### config.mk
export PLATFORM = sky130hd
export DESIGN_NAME = mem_stage_ctrl
export DESIGN_NICKNAME = d
export VERILOG_FILES = /design/src/rtl/mem_stage_ctrl.sv
export SDC_FILE = /design/constraint.sdc
export NUM_CORES = 1
export LEC_CHECK = 0
export BUFFER_PORTS_ARGS = -buffer_cell sky130_fd_sc_hd__buf_4
export CORE_MARGIN = 3
export CORE_UTILIZATION = 34
export CTS_CLUSTER_SIZE = 20
export DETAILED_ROUTE_END_ITERATION = 16
export PLACE_DENSITY = 0.67
export SYNTH_ARGS = -nofsm -noshare
export SYNTH_HDL_FRONTEND = slang
export SYNTH_SLANG_ARGS = --single-unit
### constraint.sdc
create_clock -name CLK -period 4.2 [get_ports CLK]
set_input_delay 0.84 -clock CLK [delete_from_list [all_inputs] [get_ports CLK]]
set_output_delay 0.84 -clock CLK [all_outputs]
set_load 0.005 [all_outputs]
### src/rtl/mem_stage_ctrl.sv
// rtl/mem_stage_ctrl.sv - RV32I memory-stage data-bus access controller
// Optional misaligned-access trap: define DMEM_MISALIGN_TRAP_EN.
module mem_stage_ctrl #(
    parameter int TIMEOUT_CYC = 64
) (
    input  logic        CLK,
    input  logic        NRST,
    input  logic [1:0]  mem_storeM,
    input  logic [2:0]  mem_loadM,
    input  logic [31:0] resultM,
    input  logic [31:0] store_dataM,
    output logic        stallM,
    output logic [31:0] load_dataM,
    output logic        err,
    output logic        dreq_valid,
    input  logic        dreq_ready,
    output logic [31:0] dreq_addr,
    output logic        dreq_we,
    output logic [3:0]  dreq_be,
    output logic [31:0] dreq_wdata,
    input  logic        drsp_valid,
    input  logic [31:0] drsp_rdata
);
    typedef enum logic [1:0] {S_IDLE, S_REQ, S_RSP, S_DONE} state_t;

    localparam bit          TO_EN   = (TIMEOUT_CYC > 0);
    localparam logic [15:0] TO_LAST = TO_EN ? 16'(TIMEOUT_CYC - 1) : 16'd0;

    state_t      r_state;
    logic [2:0]  r_ld_op;
    logic [1:0]  r_a;
    logic [15:0] r_cnt;
    logic        r_valid;
    logic        r_we;
    logic        r_err;
    logic [31:0] r_addr;
    logic [31:0] r_wdata;
    logic [31:0] r_load_data;
    logic [3:0]  r_be;

    logic        w_is_store;
    logic        w_is_load;
    logic [1:0]  w_size;
    logic [3:0]  w_be;
    logic [31:0] w_wdata;
    logic        w_trap;
    logic [7:0]  w_byte;
    logic [15:0] w_half;
    logic [31:0] w_fmt;
    logic        w_timeout;
    logic [15:0] w_cnt_next;

    // Access size: 0 byte, 1 half, 2 word. A store always takes priority over a load.
    always_comb begin
        w_is_store = (mem_storeM != 2'd0);
        w_is_load  = (mem_loadM >= 3'd1) && (mem_loadM <= 3'd5);
        w_size     = 2'd2;
        if (w_is_store) begin
            w_size = mem_storeM - 2'd1;
        end else begin
            case (mem_loadM)
                3'd1, 3'd4: w_size = 2'd0;
                3'd2, 3'd5: w_size = 2'd1;
                default:    w_size = 2'd2;
            endcase
        end

        w_be = 4'b1111;
        case (w_size)
            2'd0:    w_be = 4'b0001 << resultM[1:0];
            2'd1:    w_be = resultM[1] ? 4'b1100 : 4'b0011;
            default: w_be = 4'b1111;
        endcase

        w_wdata = 32'd0;
        case (mem_storeM)
            2'd1:    w_wdata = {4{store_dataM[7:0]}};
            2'd2:    w_wdata = {2{store_dataM[15:0]}};
            2'd3:    w_wdata = store_dataM;
            default: w_wdata = 32'd0;
        endcase

`ifdef DMEM_MISALIGN_TRAP_EN
        w_trap = ((w_size == 2'd1) && resultM[0]) ||
                 ((w_size == 2'd2) && (resultM[1:0] != 2'b00));
`else
        w_trap = 1'b0;
`endif
    end

    always_comb begin
        w_byte = 8'd0;
        case (r_a)
            2'd0: w_byte = drsp_rdata[7:0];
            2'd1: w_byte = drsp_rdata[15:8];
            2'd2: w_byte = drsp_rdata[23:16];
            2'd3: w_byte = drsp_rdata[31:24];
            default: w_byte = 8'd0;
        endcase
        w_half = r_a[1] ? drsp_rdata[31:16] : drsp_rdata[15:0];

        w_fmt = 32'd0;
        case (r_ld_op)
            3'd1:    w_fmt = {{24{w_byte[7]}}, w_byte};
            3'd2:    w_fmt = {{16{w_half[15]}}, w_half};
            3'd3:    w_fmt = drsp_rdata;
            3'd4:    w_fmt = {24'd0, w_byte};
            3'd5:    w_fmt = {16'd0, w_half};
            default: w_fmt = 32'd0;
        endcase

        // Counter saturates so a disabled timeout can never wrap into a false hit.
        w_cnt_next = (r_cnt == 16'hFFFF) ? r_cnt : r_cnt + 16'd1;
        w_timeout  = TO_EN && (r_cnt >= TO_LAST);
    end

    assign stallM     = (w_is_store || w_is_load) && (r_state != S_DONE);
    assign load_dataM = r_load_data;
    assign err        = r_err;
    assign dreq_valid = r_valid;
    assign dreq_addr  = r_addr;
    assign dreq_we    = r_we;
    assign dreq_be    = r_be;
    assign dreq_wdata = r_wdata;

    always_ff @(posedge CLK) begin
        if (!NRST) begin
            r_state     <= S_IDLE;
            r_ld_op     <= 3'd0;
            r_a         <= 2'd0;
            r_cnt       <= 16'd0;
            r_valid     <= 1'b0;
            r_we        <= 1'b0;
            r_err       <= 1'b0;
            r_addr      <= 32'd0;
            r_wdata     <= 32'd0;
            r_load_data <= 32'd0;
            r_be        <= 4'd0;
        end else begin
            r_err <= 1'b0;
            case (r_state)
                S_IDLE: begin
                    r_load_data <= 32'd0;
                    if (w_is_store || w_is_load) begin
                        r_ld_op <= w_is_store ? 3'd0 : mem_loadM;
                        r_a     <= resultM[1:0];
                        if (w_trap) begin
                            r_err   <= 1'b1;
                            r_state <= S_DONE;
                        end else begin
                            r_valid <= 1'b1;
                            r_addr  <= {resultM[31:2], 2'b00};
                            r_we    <= w_is_store;
                            r_be    <= w_be;
                            r_wdata <= w_wdata;
                            r_cnt   <= 16'd0;
                            r_state <= S_REQ;
                        end
                    end
                end
                S_REQ: begin
                    r_cnt <= w_cnt_next;
                    if (dreq_ready) begin
                        r_valid <= 1'b0;
                        r_state <= r_we ? S_DONE : S_RSP;
                    end else if (w_timeout) begin
                        r_valid     <= 1'b0;
                        r_err       <= 1'b1;
                        r_load_data <= 32'd0;
                        r_state     <= S_DONE;
                    end
                end
                S_RSP: begin
                    r_cnt <= w_cnt_next;
                    if (drsp_valid) begin
                        r_load_data <= w_fmt;
                        r_state     <= S_DONE;
                    end else if (w_timeout) begin
                        r_err       <= 1'b1;
                        r_load_data <= 32'd0;
                        r_state     <= S_DONE;
                    end
                end
                S_DONE: begin
                    r_load_data <= 32'd0;
                    r_state     <= S_IDLE;
                end
                default: r_state <= S_IDLE;
            endcase
        end
    end
endmodule

==> results_tabular.tex <==
\begin{tabular}{lr}
\hline
Metric & Value \\
\hline
\multicolumn{2}{l}{\textbf{Hold path}} \\
Type of the most critical hold path & register to register \\
Start point of the worst hold path & dreq\_wdata[5] \\
\multicolumn{2}{l}{\textbf{Placed design}} \\
GPL Wtd Cong & 0.854 \\
Cell total after placement & 1174 \\
Final HPWL from detailed placement & 15.0 mm \\
Count of buffers from port buffering & 206 \\
\multicolumn{2}{l}{\textbf{Cells and area}} \\
Fraction of final layout cells sized beyond drive strength 1 & 0.295 \\
Antenna diode count & 0 \\
P\&R area growth vs syn & 33.8\% \\
Fin cells & 1206 \\
Net total in the final layout & 1075 \\
\multicolumn{2}{l}{\textbf{Route}} \\
DRT antenna net count & 0 \\
DRC Markers & 0 \\
Average wire per standard cell & 17.7 um \\
Initial drt markers & 453 \\
Total number of vias & 6697 \\
Total wire length & 21.3 mm \\
First-pass iteration count of the detailed router & 5 \\
Routed via count divided by cell count & 5.55 \\
\multicolumn{2}{l}{\textbf{CTS}} \\
CTS-repair resized insts & 0 \\
Number of sinks driven by the clock tree & 124 \\
Clock network latency to the later pin of the worst-skew pair & 420 ps \\
TritonCTS clock tree & built \\
Clock slew at reported path FFs & 60 ps \\
Number of clock buffers inserted by TritonCTS & 17 \\
Buffer levels on the longest clock path & 2 \\
Hold-fix buffers at CTS & 0 \\
Deepest level of the CTS H-tree & 4 \\
Clk root buf & clkbuf\_16 \\
Post-CTS Setup Bufs & 0 \\
\multicolumn{2}{l}{\textbf{Critical path}} \\
Worst setup path category & input port to primary output \\
Arrival time reported for the critical path endpoint & 2040 ps \\
Endpoint required time on the critical path & 3360 ps \\
Launching element type of the critical path & input port \\
Endpoint kind of the worst setup timing path & primary output \\
Worst setup slack for register-to-register paths & 1610 ps \\
Peak fanout along the critical path & 30 \\
Critical path launch point & mem\_storeM[1] \\
Reg-to-Reg Start & r\_a[0] \\
\multicolumn{2}{l}{\textbf{Floorplan}} \\
I/O pin total & 209 \\
Number of cell rows & 49 \\
Starting density of the core & 0.353 \\
Height of the chip & 144 um \\
Die footprint & 20700 um\^{}2 \\
Die Width & 144 um \\
Total core area & 18300 um\^{}2 \\
\multicolumn{2}{l}{\textbf{STA}} \\
Count of pins over their slew limit & 0 \\
Final period demand of the worst path & 2880 ps \\
Endpoints failing hold & 0 \\
Final setup violation count & 0 \\
Worst slew margin relative to its limit & 0.302 \\
Fmax & 347 MHz \\
Crit share post-route & 0.687 \\
Post-Route Setup TNS & 0 ps \\
Worst clock skew & 11.7 ps \\
Worst-Margin Slew & 1050 ps \\
Unrepaired setup endpoints after global routing & false \\
\multicolumn{2}{l}{\textbf{Power}} \\
Power density cells & 480 nW/um\^{}2 \\
Largest vdd supply drop & 0.286 mV \\
Lkg Pwr & 3.41 nW \\
\multicolumn{2}{l}{\textbf{Yosys}} \\
Leading register cell type out of synthesis & dfxtp\_1 \\
Sequential-to-total area share from yosys stat & 0.384 \\
Library cell with the largest summed area after synthesis & dfxtp\_1 \\
Area share of the largest cell type after synthesis & 0.384 \\
Syn Area/Cell & 8.14 um\^{}2 \\
Dominant cells by area after synthesis & dfxtp\_1 (38\%), nand2\_1 (7.0\%), a221oi\_1 (6.4\%), a21oi\_1 (6.3\%), nor2\_1 (3.2\%) \\
Library cell with the highest instance count after synthesis & dfxtp\_1 \\
Count of warnings emitted by yosys & 0 \\
Number of enable flip-flop cells after synthesis & 0 \\
Gate Count Post-Synth & 795 \\
Commonest cells post-synth & dfxtp\_1 (124), nand2\_1 (120), a21oi\_1 (82) \\
Share of synthesized registers carrying an async set or reset & 0 \\
Flip-flop and latch count after synthesis & 124 \\
Cell area after technology mapping & 6470 um\^{}2 \\
Number of different library cells in the post-synthesis netlist & 65 \\
\multicolumn{2}{l}{\textbf{Outcome}} \\
Outcome & complete, no violations \\
\multicolumn{2}{l}{\textbf{GRT}} \\
Largest net degree at the start of global routing & 48 \\
Global-route wire length before repair & 33.9 mm \\
Grt total ovfl & 0 \\
Initial antenna violation count & 0 \\
GRT Total Usage & 0.205 \\
Via count of the first global-routing pass & 6360 \\
\multicolumn{2}{l}{\textbf{Flow run}} \\
Max-capacitance violation count & 0 \\
\hline
\end{tabular}
==> sequential cells by signal, indices dropped and copies added (netlist names) <==
register,cells
r_a,2
r_state,2
dreq_be,4
dreq_valid,1
r_cnt,16
dreq_addr,30
err,1
dreq_wdata,32
r_ld_op,3
load_dataM,32
dreq_we,1
==> cell families after synthesis <==
group	synth area share
buffers and inverters	0.0569
adder cells (fa/ha/maj)	0.0132
multiplexers	0.0627
flip-flops	0.384
AND/OR/NAND/NOR	0.239
other	0.000580
AO/OA/AOI/OAI	0.226
XOR/XNOR	0.0176
==> final timing paths <==
| kind | end | depth (start not counted) |
|---|---|---|
| setup / recovery | stallM | 5 |
| hold / removal | dreq_wdata[5] | 2 |
| setup reg to reg | load_dataM[26] | 5 |
| hold reg to reg | dreq_wdata[5] | 2 |
==> cell usage in the layout, fill, tap and decap left out, types with 3 or more instances in the layout <==
cell / synthesis / layout
mux4_2: 6 / 6
ha_1: 6 / 6
buf_4: 5 / 218
nand3b_1: 11 / 11
nand2b_1: 14 / 13
mux2_2: 16 / 16
nor4_1: 12 / 12
a21oi_1: 82 / 82
inv_1: 8 / 8
xnor2_1: 13 / 13
mux2i_1: 9 / 9
and2_1: 4 / 4
nand2_1: 120 / 120
o31ai_1: 9 / 9
nand4_1: 5 / 5
inv_6: 0 / 6
dfxtp_1: 124 / 124
clkbuf_16: 0 / 17
nor2b_1: 16 / 15
nor2_1: 56 / 56
nand3_1: 36 / 36
o21ai_1: 3 / 3
clkinv_2: 0 / 3
a211oi_1: 12 / 12
a221oi_1: 47 / 47
o22ai_1: 10 / 10
o21ai_0: 24 / 24
nor3_1: 33 / 33
o2bb2ai_1: 8 / 8
==> worst max-delay path, stage by stage <==
cell and delay (ps):
buf_4 210, or2_2 420, a21oi_2 300, nor2_1 110, buf_4 150
==> layout make-up <==
type                    instances  area (um^2)
fillers                      1812         9670
multi-input cells             594         3630
flip-flops and latches        124         2480
repair buffers                218         1640
clock buffers                  18          429
well taps                     229          287
clock inverters                14          156
inverters                       9         33.8
==> through the flow <==
stage               setup WS [ps]  instance area [um^2]   util  total power [mW]  hold WS (ps)
floorplan                    1880                  6470      -              2.19           448
global placement             1340                  8070  0.440              2.68           441
detailed placement           1270                  8070  0.440              2.69           448
CTS                          1310                  8660  0.472              4.19           456
global route                 1230                  8660  0.472              4.40           472
finish                       1320                  8660  0.472              4.16           454
==> power by group <==
part           leakage [nW]  total, mW  internal [mW]  switching [mW]
clock                 0.292       1.49          0.888           0.606
combinational          2.11       1.23          0.540           0.688
sequential             1.02       1.44           1.33           0.108
total                  3.41       4.16           2.76            1.40
==> per-layer routing <==
metal | vias up | GRT usage | routed length (um)
met5 | - | 0 | 0
met3 | 30 | 0.0792 | 2380
li1 | 3226 | - | -
met1 | 3113 | 0.267 | 8920
met4 | 0 | 0.0664 | 412
met2 | 328 | 0.314 | 9590
(Power assumes the default switching activity.)
